File: src/rtl/seven_seg_scanner_pkg.sv
// Shared constants for the 7-segment scanner: segment vector width and the
// active-low segment patterns, ordered {g,f,e,d,c,b,a}.
package seven_seg_scanner_pkg;

  localparam int unsigned SegWidth = 7;

  localparam logic [SegWidth-1:0] SegOff  = 7'h7F;
  localparam logic [SegWidth-1:0] SegDash = 7'b0111111;

  localparam logic [SegWidth-1:0] SegZero  = 7'b1000000;
  localparam logic [SegWidth-1:0] SegOne   = 7'b1111001;
  localparam logic [SegWidth-1:0] SegTwo   = 7'b0100100;
  localparam logic [SegWidth-1:0] SegThree = 7'b0110000;
  localparam logic [SegWidth-1:0] SegFour  = 7'b0011001;
  localparam logic [SegWidth-1:0] SegFive  = 7'b0010010;
  localparam logic [SegWidth-1:0] SegSix   = 7'b0000010;
  localparam logic [SegWidth-1:0] SegSeven = 7'b1111000;
  localparam logic [SegWidth-1:0] SegEight = 7'b0000000;
  localparam logic [SegWidth-1:0] SegNine  = 7'b0010000;

endpackage

File: src/rtl/seven_seg_decoder.sv
// Combinational digit-code to active-low segment decoder; codes >= 10 show a dash.
module seven_seg_decoder
  import seven_seg_scanner_pkg::*;
#(
  parameter int unsigned NUMBER_OF_BITS = 4
) (
  input  logic [NUMBER_OF_BITS-1:0] code,
  output logic [SegWidth-1:0]       segments
);

  // Map the zero-extended code so any digit width decodes the same way
  always_comb begin
    segments = SegDash;
    case (32'(code))
      32'd0:   segments = SegZero;
      32'd1:   segments = SegOne;
      32'd2:   segments = SegTwo;
      32'd3:   segments = SegThree;
      32'd4:   segments = SegFour;
      32'd5:   segments = SegFive;
      32'd6:   segments = SegSix;
      32'd7:   segments = SegSeven;
      32'd8:   segments = SegEight;
      32'd9:   segments = SegNine;
      default: segments = SegDash;
    endcase
  end

endmodule

File: src/rtl/seven_seg_scanner.sv
// Time-multiplexed common-anode 7-segment scanner. Digits are captured once per
// frame, each slot starts with a blanking window, and leading zeros can be hidden.
module seven_seg_scanner
  import seven_seg_scanner_pkg::*;
#(
  parameter int unsigned NUM_DIGITS     = 4,
  parameter int unsigned NUMBER_OF_BITS = 4,
  parameter int unsigned REFRESH_DIV    = 100000,
  parameter int unsigned BLANK_CYCLES   = 1000,
  parameter int unsigned LZ_BLANK       = 1
) (
  input  logic                               clk,
  input  logic                               rst,
  input  logic                               enable,
  input  logic [NUM_DIGITS*NUMBER_OF_BITS-1:0] digits,
  input  logic [NUM_DIGITS-1:0]              dp_in,
  output logic [NUM_DIGITS-1:0]              anode,
  output logic [SegWidth-1:0]                segments,
  output logic                               dp_out,
  output logic                               frame_tick
);

  localparam int unsigned PW = (REFRESH_DIV > 1) ? $clog2(REFRESH_DIV) : 1;
  localparam int unsigned SW = (NUM_DIGITS > 1) ? $clog2(NUM_DIGITS) : 1;
  localparam int unsigned DW = NUM_DIGITS * NUMBER_OF_BITS;

  logic [PW-1:0]             p_q, p_d;
  logic [SW-1:0]             s_q, s_d;
  logic [DW-1:0]             snap_digits_q;
  logic [NUM_DIGITS-1:0]     snap_dp_q;
  logic                      snap_load;

  logic [NUM_DIGITS-1:0]     anode_d;
  logic [SegWidth-1:0]       segments_d;
  logic                      dp_d;
  logic                      tick_d;

  logic [NUMBER_OF_BITS-1:0] cur_digit;
  logic [SegWidth-1:0]       dec_segments;
  logic [NUM_DIGITS-1:0]     zero_from;
  logic                      zero_acc;
  logic                      blank;
  logic                      suppress;

  // Prescaler/slot advance; disabled scanning parks at slot 0 with a live snapshot
  always_comb begin
    p_d       = p_q;
    s_d       = s_q;
    snap_load = 1'b0;
    if (!enable) begin
      p_d       = '0;
      s_d       = '0;
      snap_load = 1'b1;
    end else if (p_q == PW'(REFRESH_DIV - 1)) begin
      p_d = '0;
      if (s_q == SW'(NUM_DIGITS - 1)) begin
        s_d       = '0;
        snap_load = 1'b1;
      end else begin
        s_d = s_q + 1'b1;
      end
    end else begin
      p_d = p_q + 1'b1;
    end
  end

  // Scan state and frame-coherent snapshot
  always_ff @(posedge clk or negedge rst) begin
    if (!rst) begin
      p_q           <= '0;
      s_q           <= '0;
      snap_digits_q <= '0;
      snap_dp_q     <= '0;
    end else begin
      p_q <= p_d;
      s_q <= s_d;
      if (snap_load) begin
        snap_digits_q <= digits;
        snap_dp_q     <= dp_in;
      end
    end
  end

  assign cur_digit = snap_digits_q[s_q*NUMBER_OF_BITS +: NUMBER_OF_BITS];

  seven_seg_decoder #(
    .NUMBER_OF_BITS(NUMBER_OF_BITS)
  ) u_decoder (
    .code    (cur_digit),
    .segments(dec_segments)
  );

  // zero_from[k] is set when snapshot digits k..NUM_DIGITS-1 are all zero
  always_comb begin
    zero_acc  = 1'b1;
    zero_from = '0;
    for (int k = NUM_DIGITS - 1; k >= 0; k--) begin
      zero_acc     = zero_acc & (snap_digits_q[k*NUMBER_OF_BITS +: NUMBER_OF_BITS] == '0);
      zero_from[k] = zero_acc;
    end
  end

  assign blank    = 32'(p_q) < BLANK_CYCLES;
  assign suppress = (LZ_BLANK != 0) && (s_q != '0) && zero_from[s_q];

  // Next output values from the current scan state
  always_comb begin
    anode_d    = '1;
    segments_d = SegOff;
    dp_d       = 1'b1;
    tick_d     = 1'b0;
    if (enable) begin
      tick_d = (p_q == '0) && (s_q == '0);
      if (!blank && !suppress) begin
        anode_d    = ~(NUM_DIGITS'(1) << s_q);
        segments_d = dec_segments;
        dp_d       = ~snap_dp_q[s_q];
      end
    end
  end

  // Registered outputs, one cycle behind the scan state
  always_ff @(posedge clk or negedge rst) begin
    if (!rst) begin
      anode      <= '1;
      segments   <= SegOff;
      dp_out     <= 1'b1;
      frame_tick <= 1'b0;
    end else begin
      anode      <= anode_d;
      segments   <= segments_d;
      dp_out     <= dp_d;
      frame_tick <= tick_d;
    end
  end

endmodule
File: config.mk
export PLATFORM = sky130hd
export DESIGN_NAME = seven_seg_scanner
export DESIGN_NICKNAME = d
export VERILOG_FILES = /design/src/rtl/seven_seg_scanner_pkg.sv /design/src/rtl/seven_seg_decoder.sv /design/src/rtl/seven_seg_scanner.sv
export SDC_FILE = /design/constraint.sdc
export NUM_CORES = 1
export LEC_CHECK = 0
export ABC_AREA = 1
export CORE_UTILIZATION = 50
export DETAILED_ROUTE_END_ITERATION = 10
export PLACE_DENSITY = 0.73
export SYNTH_ARGS = -nofsm -noshare
export SYNTH_HDL_FRONTEND = slang
export SYNTH_SLANG_ARGS = --single-unit
File: constraint.sdc
create_clock -name clk -period 4.3 [get_ports clk]
set_input_delay 0.86 -clock clk [delete_from_list [all_inputs] [get_ports clk]]
set_output_delay 0.86 -clock clk [all_outputs]
set_load 0.02 [all_outputs]
==> results.toml <==
[setup_path]
cp-end-kind = "flip-flop"
startpoint_type = "primary input"
crit_start = "enable"
critPathArrivalTime_ns = 2.86
r2r-start = "p_q[0]$_DFF_PN0_"
worstPathMaxFanout = 21
criticalPathCategory = "primary input to flip-flop"
required_ns = 4.49

[floorplan]
fp-row-count = 27
fp.dieArea_mm2 = 0.00598
core_mm2 = 0.00547
start_util_pct = 51.9
die-width_um = 77.4
io_pins = 36
fp.dieH_um = 77.4

[logic_synthesis]
ys.flop_type = "dfrtp_1"
synth_nets = 408
ys_seq_area_share_pct = 46.4
avgSynthCellArea_um2 = 7.59
synth_edf_count = 0
async_reset_ff_share_pct = 100
ys_types = 29
netlist_instances = 374
synth_area_mm2 = 0.00284
yosys_warnings = 0
ys_seq_elements = 52

[timing]
setup_viol = 0
finClkSkew_ns = 0.00698
worst_pin_slew_ns = 1.11
fin_crit_ns = 2.67
hold_violations = 0
rsz0062_at_grt = "false"
slew_headroom_pct = 26.1
drv_slew = 0
fin_crit_sh_pct = 62.0
maxClockFrequency_ghz = 0.375
finalSetupTns_ns = 0

[global_routing]
grt_overflow = 0
grtUsageTotal_pct = 21.8
grt_max_degree = 53
grt_pass1_wl_um = 10300
grt_pass1_vias = 2169
grt_antenna_before_repair = 0

[pwr]
p_int_w = 0.000766
peakVddDrop_mv = 0.165
powerDensity_mw_per_mm2 = 333
p_sw_share_pct = 30.9
power.sequential.fraction_pct = 50.5
p_leak_nw = 1.56
p_clk_share_pct = 27.9
p_comb_share_pct = 21.6
p_switching_w = 0.000342

[clock_network]
post_cts_resized = 0
cts_hold_buf = 0
cts-root-buf = "clkbuf_8"
cts_buffer_depth = 2
cts_tree = "yes"
cts_sinks = 52
cts_max_level = 2
cts_setup_buffers = 0
numCtsBuffers = 5
clkTransAtPathRegs_ns = 0.09
clk_latency_ns = 0.30

[detailed_routing]
drt-initial-drc-count = 155
ant_nets = 0
drc = 0
drt_pre_antenna_iters = 5
via_per_inst = 5.03
wl_um = 5890
dr_total_vias = 2403
routedWlPerCell_um = 12.3

[job]
cap_violations = 0

[status]
status = "complete, no violations"

[final_layout]
area_growth_syn_to_layout_pct = 17.0
n_antenna_cell = 0
layout_common_cells = "nand2_1, nor2_1, nand3_1"
final_cells = 478
final_layout_size_suffix_gt1_share_pct = 7.14
layout.nets = 439
final_common_cell = "nand2_1"
design_area_mm2 = 0.00332
post-route-util_pct = 60.7

[worst_hold_path]
hp-start = "snap_dp_q[0]$_DFFE_PN0P_"
hp-class = "flip-flop to flip-flop"

[place]
finalWeightedCongestion = 0.862
place_inst = 470
placed_cell_area_mm2 = 0.00322
portBuffers = 35
dp_hpwl_um = 4270
## cell type report
| class | instances | area, um2 |
|---|---|---|
| Clock buffer | 7 | 97.6 |
| Timing Repair Buffer | 36 | 353 |
| Multi-Input combinational cell | 280 | 1350 |
| Sequential cell | 52 | 1320 |
| Fill cell | 526 | 2150 |
| Tap cell | 72 | 90.1 |
| Clock inverter | 1 | 5.00 |
| Inverter | 30 | 113 |
## worst max-delay path, stage by stage
cell             delay [ns]
clkdlybuf4s50_1        0.49
inv_1                  0.35
or2_2                  0.43
nand2_1                0.48
nand2_1                0.18
nand2_1                0.06
## stage by stage
| stage | total power [W] | setup WS [ns] | hold WS, ns |
|---|---|---|---|
| 2_1_floorplan | 0.000732 | 2.64 | 0.437 |
| 3_3_place_gp | 0.000802 | 1.33 | 0.450 |
| 3_5_place_dp | 0.000808 | 1.27 | 0.455 |
| 4_1_cts | 0.00112 | 1.60 | 0.478 |
| 5_1_grt | 0.00118 | 1.36 | 0.508 |
| 6_report | 0.00111 | 1.63 | 0.479 |
## power groups by stage
stage                     clock network, W  logic, W  registers, W
after floorplan                          0  0.000177      0.000555
after global placement                   0  0.000234      0.000568
after detailed placement                 0  0.000240      0.000568
after CTS                         0.000317  0.000241      0.000559
after global routing              0.000336  0.000279      0.000566
final                             0.000309  0.000239      0.000559
## routing by layer
| layer | up-vias | track usage (%) | part of all wire (%) | routed length, um |
|---|---|---|---|---|
| li1 | 1243 | - | - | - |
| met2 | 56 | 32.5 | 44 | 2600 |
| met4 | 0 | 6.79 | 1.1 | 62 |
| met3 | 6 | 3.76 | 3.9 | 232 |
| met5 | - | 0 | 0 | 0 |
| met1 | 1098 | 32.4 | 51 | 2990 |
## cell families (layout without fill, tap and decap cells)
logic type / after synthesis / after routing / synth area share, %
simple gates: 252 / 252 / 38.1
flops: 52 / 52 / 46.4
buf+inv: 42 / 74 / 6.17
fa+ha+maj: 11 / 11 / 4.85
compound gates: 9 / 9 / 2.03
xor+xnor: 8 / 8 / 2.47
## final timing paths
check                                          endpoint  slack (ns)  cells past startpoint
setup / recovery           snap_digits_q[9]$_DFFE_PN0P_        1.63                      6
hold / removal                 snap_dp_q[0]$_DFFE_PN0P_        0.48                      2
setup reg to reg           snap_digits_q[9]$_DFFE_PN0P_        2.11                      9
hold reg to reg                snap_dp_q[0]$_DFFE_PN0P_        0.48                      2
max in group asynchronous              p_q[1]$_DFF_PN0_        2.87                      1
min in group asynchronous             p_q[11]$_DFF_PN0_        0.76                      1
## Yosys cell counts, types with 2 or more instances
cell type	count	area (um2)
clkbuf_1	2	7.51
buf_2	8	40.0
a21oi_1	3	15.0
xnor2_1	2	17.5
xor2_1	6	52.6
nor2_1	57	214
ha_1	11	138
nand2_2	2	12.5
o21ai_0	4	20.0
dfrtp_1	40	1000
nor3_1	4	20.0
inv_1	29	109
nand3_1	52	260
dfstp_2	12	315
nand2_1	118	443
or2_2	2	12.5
nand4_1	10	62.6
## registers in the layout, indices dropped and copies added, names as in the netlist
| signal | cells |
|---|---|
| anode | 4 |
| dp_out | 1 |
| snap_digits_q | 16 |
| frame_tick | 1 |
| snap_dp_q | 4 |
| p_q | 17 |
| segments | 7 |
| s_q | 2 |
Power figures use the tool's default switching activity.
